<file path="src/rtl/mcpu_pkg.sv">
// Shared encodings for the second-generation MCPU control FSM: states,
// instruction fields and the datapath mux select codes.
package mcpu_pkg;

   typedef enum logic [4:0] {
      S_IF   = 5'd0,
      S_ID   = 5'd1,
      S_MA   = 5'd2,
      S_MR   = 5'd3,
      S_MWB  = 5'd4,
      S_MW   = 5'd5,
      S_RX   = 5'd6,
      S_RWB  = 5'd7,
      S_BEQ  = 5'd8,
      S_BNE  = 5'd9,
      S_J    = 5'd10,
      S_JAL  = 5'd11,
      S_IX   = 5'd12,
      S_IWB  = 5'd13,
      S_JR   = 5'd14,
      S_EXC  = 5'd15,
      S_ERET = 5'd16
   } state_e;

   localparam logic [5:0] OP_RTYPE = 6'b000000;
   localparam logic [5:0] OP_J     = 6'b000010;
   localparam logic [5:0] OP_JAL   = 6'b000011;
   localparam logic [5:0] OP_BEQ   = 6'b000100;
   localparam logic [5:0] OP_BNE   = 6'b000101;
   localparam logic [5:0] OP_ADDI  = 6'b001000;
   localparam logic [5:0] OP_SLTI  = 6'b001010;
   localparam logic [5:0] OP_ANDI  = 6'b001100;
   localparam logic [5:0] OP_ORI   = 6'b001101;
   localparam logic [5:0] OP_LUI   = 6'b001111;
   localparam logic [5:0] OP_COP0  = 6'b010000;
   localparam logic [5:0] OP_LW    = 6'b100011;
   localparam logic [5:0] OP_SW    = 6'b101011;

   localparam logic [5:0] FN_JR    = 6'b001000;
   localparam logic [5:0] FN_ERET  = 6'b011000;

   localparam logic [2:0] PCSRC_ALU  = 3'd0;
   localparam logic [2:0] PCSRC_OUT  = 3'd1;
   localparam logic [2:0] PCSRC_JMP  = 3'd2;
   localparam logic [2:0] PCSRC_VEC  = 3'd3;
   localparam logic [2:0] PCSRC_EPC  = 3'd4;
   localparam logic [2:0] PCSRC_RS   = 3'd5;

   localparam logic [1:0] REGDST_RT  = 2'd0;
   localparam logic [1:0] REGDST_RD  = 2'd1;
   localparam logic [1:0] REGDST_R31 = 2'd2;

   localparam logic [1:0] M2R_ALU    = 2'd0;
   localparam logic [1:0] M2R_MDR    = 2'd1;
   localparam logic [1:0] M2R_PC     = 2'd2;

   localparam logic [1:0] SRCB_B     = 2'd0;
   localparam logic [1:0] SRCB_4     = 2'd1;
   localparam logic [1:0] SRCB_IMM   = 2'd2;
   localparam logic [1:0] SRCB_IMMSH = 2'd3;

   localparam logic [1:0] ALUOP_ADD  = 2'd0;
   localparam logic [1:0] ALUOP_SUB  = 2'd1;
   localparam logic [1:0] ALUOP_FN   = 2'd2;
   localparam logic [1:0] ALUOP_OPC  = 2'd3;

   localparam logic [1:0] CAUSE_NONE = 2'd0;
   localparam logic [1:0] CAUSE_INT  = 2'd1;
   localparam logic [1:0] CAUSE_ILL  = 2'd2;
   localparam logic [1:0] CAUSE_BUS  = 2'd3;

   localparam logic [31:0] INT_VECTOR_DEF = 32'h0000_0004;

endpackage

</file>
<file path="src/rtl/mcpu_ctrl_decode.sv">
// Instruction dispatch for the ID state: maps opcode/funct to the first
// execute state and flags anything the core does not implement.
module mcpu_ctrl_decode
   import mcpu_pkg::*;
(
   input  logic [5:0] opcode,
   input  logic [5:0] funct,
   output state_e     dispatch_o,
   output logic       illegal_o
);

   always_comb begin
      dispatch_o = S_EXC;
      illegal_o  = 1'b0;
      case (opcode)
         OP_LW, OP_SW:  dispatch_o = S_MA;
         OP_RTYPE:      dispatch_o = (funct == FN_JR) ? S_JR : S_RX;
         OP_BEQ:        dispatch_o = S_BEQ;
         OP_BNE:        dispatch_o = S_BNE;
         OP_J:          dispatch_o = S_J;
         OP_JAL:        dispatch_o = S_JAL;
         OP_ADDI, OP_ANDI, OP_ORI, OP_SLTI, OP_LUI: dispatch_o = S_IX;
         OP_COP0: begin
            if (funct == FN_ERET) dispatch_o = S_ERET;
            else                  illegal_o  = 1'b1;
         end
         default:       illegal_o  = 1'b1;
      endcase
   end

endmodule

</file>
<file path="src/rtl/mcpu_ctrl_v2.sv">
// Multi-cycle MIPS control FSM with memory wait states, EPC/ERET interrupts
// and illegal-opcode trap. Optional bus timeout: MCTRL_BUS_TIMEOUT_EN.
module mcpu_ctrl_v2
   import mcpu_pkg::*;
#(
   parameter int          STATE_W     = 5,
   parameter logic [31:0] INT_VECTOR  = INT_VECTOR_DEF,
   parameter logic        IE_RST      = 1'b0,
   parameter int          BUS_TIMEOUT = 16
) (
   input  logic               clk,
   input  logic               reset,
   input  logic [5:0]         opcode,
   input  logic [5:0]         funct,
   input  logic               Zero,
   input  logic               MIO_ready,
   input  logic               INT,
   output logic               MemRead,
   output logic               MemWrite,
   output logic               IorD,
   output logic               IRWrite,
   output logic               RegWrite,
   output logic               ALUSrcA,
   output logic               ExtSigned,
   output logic               PCWrite,
   output logic               EPCWrite,
   output logic [1:0]         RegDst,
   output logic [1:0]         MemtoReg,
   output logic [1:0]         ALUSrcB,
   output logic [1:0]         ALUOp,
   output logic [2:0]         PCSrc,
   output logic [1:0]         cause,
   output logic               IE,
   output logic [STATE_W-1:0] state,
   output logic [31:0]        int_vector
);

   state_e     state_q, state_d;
   logic [1:0] cause_q, cause_d;
   logic       ie_q, ie_d;
   state_e     dispatch;
   logic       illegal;
   logic       done;
   logic       timeout;

   mcpu_ctrl_decode u_decode (
      .opcode     (opcode),
      .funct      (funct),
      .dispatch_o (dispatch),
      .illegal_o  (illegal)
   );

`ifdef MCTRL_BUS_TIMEOUT_EN
   localparam int TW = $clog2(BUS_TIMEOUT + 1);
   logic [TW-1:0] wait_cnt_q, wait_cnt_d;
   logic          waiting;

   assign waiting = ((state_q == S_IF) || (state_q == S_MR) || (state_q == S_MW)) && !MIO_ready;
   assign timeout = waiting && (wait_cnt_q == TW'(BUS_TIMEOUT - 1));

   // Any cycle that is not a continued wait in the same state restarts the count.
   always_comb begin
      wait_cnt_d = '0;
      if (waiting && !timeout) wait_cnt_d = wait_cnt_q + 1'b1;
   end

   always_ff @(posedge clk or negedge reset) begin
      if (!reset) wait_cnt_q <= '0;
      else        wait_cnt_q <= wait_cnt_d;
   end
`else
   logic [31:0] unused_bus_timeout;
   assign unused_bus_timeout = 32'(BUS_TIMEOUT);
   assign timeout = 1'b0;
`endif

   always_ff @(posedge clk or negedge reset) begin
      if (!reset) begin
         state_q <= S_IF;
         cause_q <= CAUSE_NONE;
         ie_q    <= IE_RST;
      end else begin
         state_q <= state_d;
         cause_q <= cause_d;
         ie_q    <= ie_d;
      end
   end

   always_comb begin
      state_d   = state_q;
      cause_d   = cause_q;
      ie_d      = ie_q;
      done      = 1'b0;
      MemRead   = 1'b0;
      MemWrite  = 1'b0;
      IorD      = 1'b0;
      IRWrite   = 1'b0;
      RegWrite  = 1'b0;
      ALUSrcA   = 1'b0;
      ExtSigned = 1'b0;
      PCWrite   = 1'b0;
      EPCWrite  = 1'b0;
      RegDst    = REGDST_RT;
      MemtoReg  = M2R_ALU;
      ALUSrcB   = SRCB_B;
      ALUOp     = ALUOP_ADD;
      PCSrc     = PCSRC_ALU;
      case (state_q)
         S_IF: begin
            MemRead = 1'b1;
            ALUSrcB = SRCB_4;
            IRWrite = MIO_ready;
            PCWrite = MIO_ready;
            if (MIO_ready) state_d = S_ID;
         end
         S_ID: begin
            ALUSrcB = SRCB_IMMSH;
            state_d = dispatch;
            if (illegal) cause_d = CAUSE_ILL;
         end
         S_MA: begin
            ALUSrcA   = 1'b1;
            ALUSrcB   = SRCB_IMM;
            ExtSigned = 1'b1;
            state_d   = (opcode == OP_SW) ? S_MW : S_MR;
         end
         S_MR: begin
            IorD    = 1'b1;
            MemRead = 1'b1;
            if (MIO_ready) state_d = S_MWB;
         end
         S_MW: begin
            IorD     = 1'b1;
            MemWrite = 1'b1;
            done     = MIO_ready;
         end
         S_MWB: begin
            RegWrite = 1'b1;
            MemtoReg = M2R_MDR;
            done     = 1'b1;
         end
         S_RX: begin
            ALUSrcA = 1'b1;
            ALUOp   = ALUOP_FN;
            state_d = S_RWB;
         end
         S_RWB: begin
            ALUSrcA  = 1'b1;
            ALUOp    = ALUOP_FN;
            RegDst   = REGDST_RD;
            RegWrite = 1'b1;
            done     = 1'b1;
         end
         S_IX, S_IWB: begin
            ALUSrcA   = 1'b1;
            ALUSrcB   = SRCB_IMM;
            ALUOp     = ALUOP_OPC;
            ExtSigned = !((opcode == OP_ANDI) || (opcode == OP_ORI));
            if (state_q == S_IX) begin
               state_d = S_IWB;
            end else begin
               RegWrite = 1'b1;
               done     = 1'b1;
            end
         end
         S_BEQ, S_BNE: begin
            ALUSrcA = 1'b1;
            ALUOp   = ALUOP_SUB;
            PCSrc   = PCSRC_OUT;
            PCWrite = (state_q == S_BEQ) ? Zero : !Zero;
            done    = 1'b1;
         end
         S_J: begin
            PCSrc   = PCSRC_JMP;
            PCWrite = 1'b1;
            done    = 1'b1;
         end
         // Link register is written with the PC value from before this cycle's update.
         S_JAL: begin
            RegDst   = REGDST_R31;
            MemtoReg = M2R_PC;
            RegWrite = 1'b1;
            PCSrc    = PCSRC_JMP;
            PCWrite  = 1'b1;
            done     = 1'b1;
         end
         S_JR: begin
            PCSrc   = PCSRC_RS;
            PCWrite = 1'b1;
            done    = 1'b1;
         end
         S_EXC: begin
            EPCWrite = 1'b1;
            PCSrc    = PCSRC_VEC;
            PCWrite  = 1'b1;
            ie_d     = 1'b0;
            state_d  = S_IF;
         end
         S_ERET: begin
            PCSrc   = PCSRC_EPC;
            PCWrite = 1'b1;
            ie_d    = 1'b1;
            state_d = S_IF;
         end
         default: state_d = S_IF;
      endcase

      // Interrupts are only taken on an instruction boundary.
      if (done) begin
         if (INT && ie_q) begin
            state_d = S_EXC;
            cause_d = CAUSE_INT;
         end else begin
            state_d = S_IF;
         end
      end

      if (timeout) begin
         MemRead  = 1'b0;
         MemWrite = 1'b0;
         state_d  = S_EXC;
         cause_d  = CAUSE_BUS;
      end

      // Hold every architectural write off while reset is asserted.
      if (!reset) begin
         IRWrite  = 1'b0;
         PCWrite  = 1'b0;
         RegWrite = 1'b0;
         EPCWrite = 1'b0;
         MemWrite = 1'b0;
      end
   end

   assign cause      = cause_q;
   assign IE         = ie_q;
   assign state      = STATE_W'(state_q);
   assign int_vector = INT_VECTOR;

endmodule

</file>
<file path="config.mk">
export PLATFORM = sky130hd
export DESIGN_NAME = mcpu_ctrl_v2
export DESIGN_NICKNAME = d
export VERILOG_FILES = /design/src/rtl/mcpu_pkg.sv /design/src/rtl/mcpu_ctrl_decode.sv /design/src/rtl/mcpu_ctrl_v2.sv
export SDC_FILE = /design/constraint.sdc
export NUM_CORES = 1
export LEC_CHECK = 0
export BUFFER_PORTS_ARGS = -buffer_cell sky130_fd_sc_hd__buf_2
export CAP_MARGIN = 20
export CELL_PAD_IN_SITES_DETAIL_PLACEMENT = 1
export CELL_PAD_IN_SITES_GLOBAL_PLACEMENT = 1
export CORE_MARGIN = 2
export CORE_UTILIZATION = 33
export CTS_BUF_LIST = sky130_fd_sc_hd__clkbuf_8
export CTS_CLUSTER_DIAMETER = 50
export DETAILED_ROUTE_END_ITERATION = 7
export PLACE_DENSITY = 0.87
export SLEW_MARGIN = 15
export SYNTH_ARGS = -nofsm -noshare
export SYNTH_HDL_FRONTEND = slang
export SYNTH_HIERARCHICAL = 1
export SYNTH_SLANG_ARGS = --single-unit
export TNS_END_PERCENT = 20
</file>
<file path="constraint.sdc">
create_clock -name clk -period 2.35 [get_ports clk]
set_input_delay 0.47 -clock clk [delete_from_list [all_inputs] [get_ports clk]]
set_output_delay 0.47 -clock clk [all_outputs]
set_load 0.05 [all_outputs]
</file>
# Word level (Yosys, flattened, before mapping)
# Index checks and enable logic that the tools add are counted.
# word_totals
ff_bits	8
latch_bits	0
ramBits	0
romBits	0
input_bits	17
output_inout_bits	60
n_memories	0
# classes
n_addsub	0
multipliers	0
div_mod_pow	0
magnitude_cmp	0
eq_ne	34
n_shift	0
n_mux	39
bitwise	0
n_reduce_logical	23
# ops
cell	count
5-bit by 4-bit equality test with 1-bit output, second input constant	8
5-bit case mux with 8 select lines	1
6-bit by 4-bit equality test with 1-bit output, second input constant	6
5-bit case mux with 7 select lines	1
5-bit 2-to-1 mux	5
5-bit by 3-bit equality test with 1-bit output, second input constant	4
3-bit case mux with 5 select lines	1
1-bit 2-to-1 mux	14
2-bit OR reduction	7
7-bit OR reduction	2
6-bit by 2-bit equality test with 1-bit output, second input constant	2
6-bit by 3-bit equality test with 1-bit output, second input constant	2
6-bit by 5-bit equality test with 1-bit output, second input constant	2
6-bit equality test, second input constant	2
2-bit case mux with 3 select lines	2
12-bit OR reduction	1
5-bit by 2-bit equality test with 1-bit output, second input constant	2
5-bit OR reduction	2
3-bit inequality test, second input constant	3
2-bit 2-to-1 mux	4
4-bit 2-to-1 mux	2
1-bit case mux with 2 select lines	4
2-bit case mux with 2 select lines	2
8-bit OR reduction	1
other kinds (13)	16

# Longest topological paths before layout
# Gate-level depths: netlist (run 1).
# logic_depth
depth_word	7
mapped_depth	9

# Cells and area by module
# Netlist (run 1), hierarchy kept.
# modules_own_cells
mod	instances	cells_per_inst	area_each_um2	seq_area_each_um2
mcpu_ctrl_v2	1	154	1109.8	200.2
mcpu_ctrl_decode	1	38	271.5	0.0

# Least setup slack after synthesis (run 1)
# OpenSTA, ideal clock, no wires.
# synth_timing
path_type	register to output
startpoint	reg state_q[4], in the netlist state[4]
endpoint	out ALUSrcB[0]
arrival_ps	2547
required_ps	1880
path_slack_ps	-667
stages_incl_launch_ff	4
n_path_buf	2
path_cell_list	dfrtp_1 -> buf_2 -> buf_1 -> nor4_1
# synth_via
elab_chain_cells	3
word_cells_on_any_way	7
cone_classes	eq/ne: 4; mux: 1; reduce/logical: 2
# synth_rtl
element	line_no	rtl
start: declaration	mcpu_ctrl_v2.sv:38	state_e state_q, state_d;
start signal: assignment	mcpu_ctrl_v2.sv:83	state_q <= state_d;
5-bit by 4-bit equality test with 1-bit output or 5-bit by 2-bit equality test with 1-bit output (tied branches)	mcpu_ctrl_v2.sv:108	case (state_q)
3-bit OR reduction (no line)	n/a	
2-bit case mux with 3 select lines *	mcpu_ctrl_v2.sv:108	
end: declaration	mcpu_ctrl_v2.sv:29	output logic [1:0] ALUSrcB,
# Every way passes the cells marked *; elsewhere a longest branch is shown, timed or not.

# Final worst setup path (run 1)
# layout_timing
startpoint	reg state_q[2], in the netlist state[2]
endpoint	out PCWrite
# layout_via
elab_chain_cells	4
word_cells_on_any_way	13
cone_classes	eq/ne: 7; mux: 3; reduce/logical: 3
# layout_rtl
element	line_no	rtl
5-bit by 4-bit equality test with 1-bit output (tied with other cells)	mcpu_ctrl_v2.sv:108	
5-bit OR reduction (no line) (tied with other cells)	n/a	
1-bit case mux with 3 select lines *	mcpu_ctrl_v2.sv:108	
1-bit 2-to-1 mux *	mcpu_ctrl_v2.sv:226	if (!reset) begin
end: declaration	mcpu_ctrl_v2.sv:25	output logic PCWrite,
# Marked as above.

==> flow_summary.yaml, run 1 <==
yosys:
  synth_fa_ha_area_frac: 0
  synth-edff-count: 0
  synthCells: 192
  synthMuxAreaShare: 0.01449
  ys_seq_elements: 8
  syn-cell-area_sq_um: 1381
  synth.distinct_cells: 51
  yosysSeqAreaShare: 0.1449
  yosysTopAreaCellShare: 0.1793
  synth-simple-area-share: 0.3397
  syn_area_per_cell_sq_um: 7.194
  async_flop_share: 1.000
  synth-compound-area-share: 0.1993
  synth_ff_type: "dfrtp_1"
  yosys.area.top_type: "buf_4"
  synth-warning-count: 6
  synth.area.top_cells: "buf_4, dfrtp_1, nand2_1"
  synth-xor-area-share: 0.03170
  synth_top_family_by_area: "simple AND/OR/NAND/NOR gates"
clocking:
  root_buffer: "clkbuf_8"
  clock_latency_ns: 0.24
  cts_max_level: 1
  clock-sinks: 8
  cts_buffers: 3
  clockBufferDepth: 2
  cts_tree: "done"
  clk_pin_slew_worst_paths_ns: 0.05
worst_setup_path:
  cp.required_ns: 1.88
  cp_max_fo: 19
  critical-path-top-delay-family: "flip-flops"
  end_kind: "output pin"
  startpoint_type: "register"
  reg2reg_slack_ns: 0.54
  cpPeakStageDelay_ns: 0.54
  critPathBufInv: 1
  cp.arrival_ns: 1.73
  cp_slowest_cell: "dfrtp_2"
  worstSetupPathType: "reg2out"
  crit_path_cell_trace: "nor4_2 -> o21ai_0 -> a31oi_4 -> clkbuf_4"
timing:
  fmax_mhz: 454.6
  hold_viol: 0
  fin_crit_sh: 0.9361
  clock_skew_ns: 0.01377
  slew_viol_final: 0
  finalSetupViolCount: 0
  period_minus_slack_ns: 2.200
  rsz0062_at_grt: "no"
die:
  die_x_microns: 68.70
  dieArea_sq_um: 4720
  io-pin-count: 77
  core-area_sq_um: 4029
  initial_utilization: 0.3429
  std_cell_rows: 23
  dieHeight_microns: 68.70
route:
  via_per_inst: 4.989
  final_antenna_net_count: 0
  vias: 1412
  drc_errors: 0
  routed_wl_microns: 3939
  wl_per_cell_microns: 13.92
  drt_iter0_markers: 94
  dr.pass1.iters: 4
power:
  p_leak_nw: 0.7950
  finalPower_w: 0.002115
  power.density_nw_per_um2: 1322
  ir_drop_v: 0.0002753
cells_and_area:
  finish.net_count: 252
  diodes: 0
  most-common-layout-cells: "buf_2, conb_1, nand2_1"
  drive_above_1_share: 0.3176
  final_common_cell: "buf_2"
  postLayoutCellArea_sq_um: 1599
  nFillCells: 541
  area_growth_pct: 15.76
worst_hold_path:
  hold_class: "in2async"
global_route:
  grt_use_total: 0.1728
  grt_max_degree: 22
  antenna_found_initial: 0
  grt_pass1_wl_microns: 6258
  overflow: 0
  grt_pass1_vias: 1321
placed_design:
  dpl-instance-area_sq_um: 1549
  place_hpwl_microns: 3060
  place_congestion: 0.7901
  portBuffers: 44
run_status:
  status: "completed"
job:
  drv_cap: 0
-- metrics by stage --
stage                     utilization  setup slack (ns)  instances  hold WS, ns  setup TNS (ns)
after floorplan                     -           -0.2518        222       0.1744          -1.165
after global placement         0.3845            0.2260        280       0.3504               0
after detailed placement       0.3845           0.04500        280       0.3580               0
after CTS                      0.3950           0.03587        283       0.1128               0
after global routing           0.3969           0.02730        283       0.1173               0
final                          0.3969            0.1501        283       0.1033               0
-- logic make-up after synthesis --
family / Yosys count
buf+inv: 54
other cells: 2
xor+xnor: 5
compound gates: 38
flops: 8
simple gates: 83
mux: 2
-- layer usage --
metal	vias up	part of all wire	GRT usage
li1	690	-	-
met1	664	0.43	0.2234
met2	56	0.51	0.3065
met3	2	0.057	0.02760
met4	0	0.0038	0.02696
met5	-	0	0
-- flip-flops by register name (all words and copies together) (netlist names) --
register,cells
cause,2
IE,1
state,5
-- Yosys cell counts (all sizes together) (3+ instances only) --
library cell / n
buf: 45
xnor2: 4
and3: 6
nand3b: 5
a21oi: 9
nand2: 16
nor3: 9
dfrtp: 8
nor4: 3
o21ai: 9
a31oi: 4
nand3: 4
a21boi: 3
inv: 9
nand2b: 7
nor2: 17
-- report_power, final --
| group | switching (W) | internal, W | leakage [nW] |
|---|---|---|---|
| registers | 0.000133 | 0.000174 | 0.0967 |
| clock network | 0.0000619 | 0.000112 | 0.0216 |
| logic | 0.00115 | 0.000484 | 0.677 |
-- path summary, 6_finish.rpt --
kind | startpoint | cells past startpoint | to
max in group asynchronous | reset | 1 | state[0]
max | state[2] | 4 | PCWrite
min | reset | 1 | IE
max reg2reg | state[3] | 5 | cause[0]
min reg2reg | cause[0] | 1 | cause[0]
min in group clk | cause[0] | 1 | cause[0]
-- layout make-up --
cell class / count / area [sq um] / area share
clock buffers: 3 / 41.29 / 0.02582
inverters: 9 / 33.78 / 0.02113
multi-input cells: 160 / 967.2 / 0.6049
flip-flops and latches: 8 / 203.9 / 0.1275
well taps: 50 / 62.56 / 0.03912
repair buffers: 53 / 290.3 / 0.1815
-- what timing repair did --
item,in CTS,in global routing
gates resized for setup,1,4
setup buffers,0,0
setup endpoints to repair,2,10
hold endpoints to repair,0,0
hold buffers,0,0
No activity file was read; power rests on OpenSTA's default activity.
==> run 2: changes to the inputs <==
Settings changed: ABC_AREA set to 1, CORE_UTILIZATION 33 to 31, CTS_BUF_LIST sky130_fd_sc_hd__clkbuf_8 to sky130_fd_sc_hd__clkbuf_4 sky130_fd_sc_hd__clkbuf_8, PLACE_DENSITY 0.87 to 0.89, REMOVE_ABC_BUFFERS set to 1.
==> flow_summary.yaml, run 2 <==
run_status:
  status: "completed"
cells_and_area:
  drive_above_1_share: 0.2432
  postLayoutCellArea_sq_um: 1577
  area_growth_pct: 15.49
  largest_reg_flops: 5
  finish.net_count: 315
  nFillCells: 637
  final_common_cell: "nand2_1"
  multi_input_area_sq_um: 905.9
  diodes: 0
  most-common-layout-cells: "nand2_1, buf_2, nor2_1"
  regArea_sq_um: 202.7
yosys:
  yosysTopAreaCellShare: 0.2035
  synth_ff_type: "dfrtp_1"
  syn-cell-area_sq_um: 1365
  synthTopCellsByCount: "nand2_1, nor2_1, buf_4"
  syn_area_per_cell_sq_um: 5.417
  yosys.area.top_type: "nand2_1"
  ys_seq_elements: 8
  synth.distinct_cells: 25
  synth.most_common_cell: "nand2_1"
  synth-warning-count: 6
  synthCells: 252
  synth-edff-count: 0
  synth.area.top_cells: "nand2_1, buf_4, dfrtp_1"
  async_flop_share: 1.000
  yosysSeqAreaShare: 0.1467
worst_setup_path:
  r2r_cells: 8
  cp.arrival_ns: 1.80
  cpPeakStageDelay_ns: 0.47
  regToRegStartpoint: "state[2]"
  worstReg2RegEnd: "state[0]"
  startpoint_type: "register"
  reg2reg_slack_ns: 0.72
  cp_slowest_cell: "dfrtp_2"
  crit_path_cell_trace: "inv_1 -> nor2_1 -> nand3_1 -> nand2_1 -> inv_1 -> nand4_1 -> buf_2"
  path_common_cell: "inv_1"
  critPathBufInv: 3
  cp_max_fo: 8
  cp.required_ns: 1.88
  end_kind: "output pin"
  worstSetupPathType: "reg2out"
  critical-path-top-delay-family: "simple AND/OR/NAND/NOR gates"
timing:
  rsz0062_at_grt: "no"
  slew_viol_final: 0
  clock_skew_ns: 0.009577
  fin_tns_setup_ns: 0
  fmax_mhz: 441.5
  finalSetupViolCount: 0
  fin_crit_sh: 0.9639
  hold_viol: 0
  period_minus_slack_ns: 2.265
clocking:
  post_cts.repair.setup_buffers: 0
  clockBufferDepth: 2
  clock-sinks: 8
  root_buffer: "clkbuf_8"
  cts_max_level: 1
  clock_latency_ns: 0.23
  clk_pin_slew_worst_paths_ns: 0.05
  cts_tree: "done"
  cts_buffers: 3
die:
  dieHeight_microns: 70.36
  std_cell_rows: 24
  dieArea_sq_um: 4951
  core-area_sq_um: 4294
  die_x_microns: 70.36
  initial_utilization: 0.3179
  io-pin-count: 77
global_route:
  grt_max_degree: 10
  grt_use_total: 0.1753
  grt_pass1_vias: 1592
  overflow: 0
  grt_pass1_wl_microns: 7203
  antenna_found_initial: 0
route:
  via_per_inst: 4.560
  drt_iter0_markers: 66
  drc_errors: 0
  dr.pass1.iters: 5
  routed_wl_microns: 4272
  vias: 1587
  final_antenna_net_count: 0
  wl_per_cell_microns: 12.28
placed_design:
  portBuffers: 44
  place_congestion: 0.8568
  place_hpwl_microns: 3564
  dpl-instance-area_sq_um: 1518
power:
  p_leak_nw: 1.044
  ir_drop_v: 0.0003438
  p_clk_frac: 0.074
  intPower_w: 0.0006994
  power.density_nw_per_um2: 1444
  p_comb_frac: 0.813
  finalPower_w: 0.002277
  switching_share: 0.6928
  power_frac_seq: 0.113
  p_sw_w: 0.001578
worst_hold_path:
  hold_class: "in2async"
job:
  drv_cap: 0
==> run 2: routing by layer <==
metal | track usage | vias to the layer above | routed length, microns
li1 | - | 802 | -
met1 | 0.2161 | 727 | 1913
met2 | 0.3103 | 50 | 2062
met3 | 0.03030 | 8 | 231
met4 | 0.04915 | 0 | 63
met5 | 0 | - | 0
==> run 2: worst max-delay path by stage <==
stage / startpoint / end / slack [ns] / depth (start not counted)
2_1_floorplan: state[4] / PCWrite / -1.06 / 7
3_3_place_gp: state[2] / PCWrite / 0.22 / 6
3_5_place_dp: state[4] / PCWrite / 0.23 / 8
4_1_cts: state[4] / PCWrite / 0.008 / 8
5_1_grt: state[1] / RegWrite / 0.03 / 7
6_report: state[2] / ALUSrcA / 0.08 / 7
==> run 2: what timing repair did <==
item / in CTS / in global routing
setup endpoints to repair: 1 / 7
hold buffers: 0 / 0
endpoints found under the hold margin: 0 / 0
gates resized for setup: 1 / 8
gates cloned: 0 / 0
==> run 2: kinds of logic after synthesis <==
group | count (synthesis) | synth area share
DFF | 8 | 0.1467
xor gates and xnor gates | 1 | 0.006417
and+or+nand+nor | 159 | 0.5005
other | 2 | 0.005502
AOI/OAI and AO/OA | 14 | 0.05959
buffers and inverters | 68 | 0.2814
==> run 2: metrics by stage <==
stage / setup WS, ns / instances / utilization / hold slack (ns)
finish: 0.08492 / 348 / 0.3671 / 0.07952
global placement: 0.2219 / 345 / 0.3534 / 0.3260
detailed placement: 0.2258 / 345 / 0.3534 / 0.3372
global route: 0.02566 / 348 / 0.3671 / 0.09377
floorplan: -1.058 / 247 / - / 0.1744
CTS: 0.008495 / 348 / 0.3636 / 0.08781
==> run 2: final cells by class <==
cell class              instances  share of cell area
well taps                      52             0.04127
inverters                      33             0.07857
clock buffers                   3             0.02619
flip-flops and latches          8              0.1286
repair buffers                 46              0.1508
multi-input cells             206              0.5746
==> run 2: power by group through the flow <==
stage / registers (W) / logic, W / clock network (W)
2_1_floorplan: 0.000360 / 0.00128 / 0
3_3_place_gp: 0.000248 / 0.00179 / 0
3_5_place_dp: 0.000246 / 0.00181 / 0
4_1_cts: 0.000245 / 0.00184 / 0.000171
5_1_grt: 0.000263 / 0.00200 / 0.000180
6_report: 0.000258 / 0.00185 / 0.000168
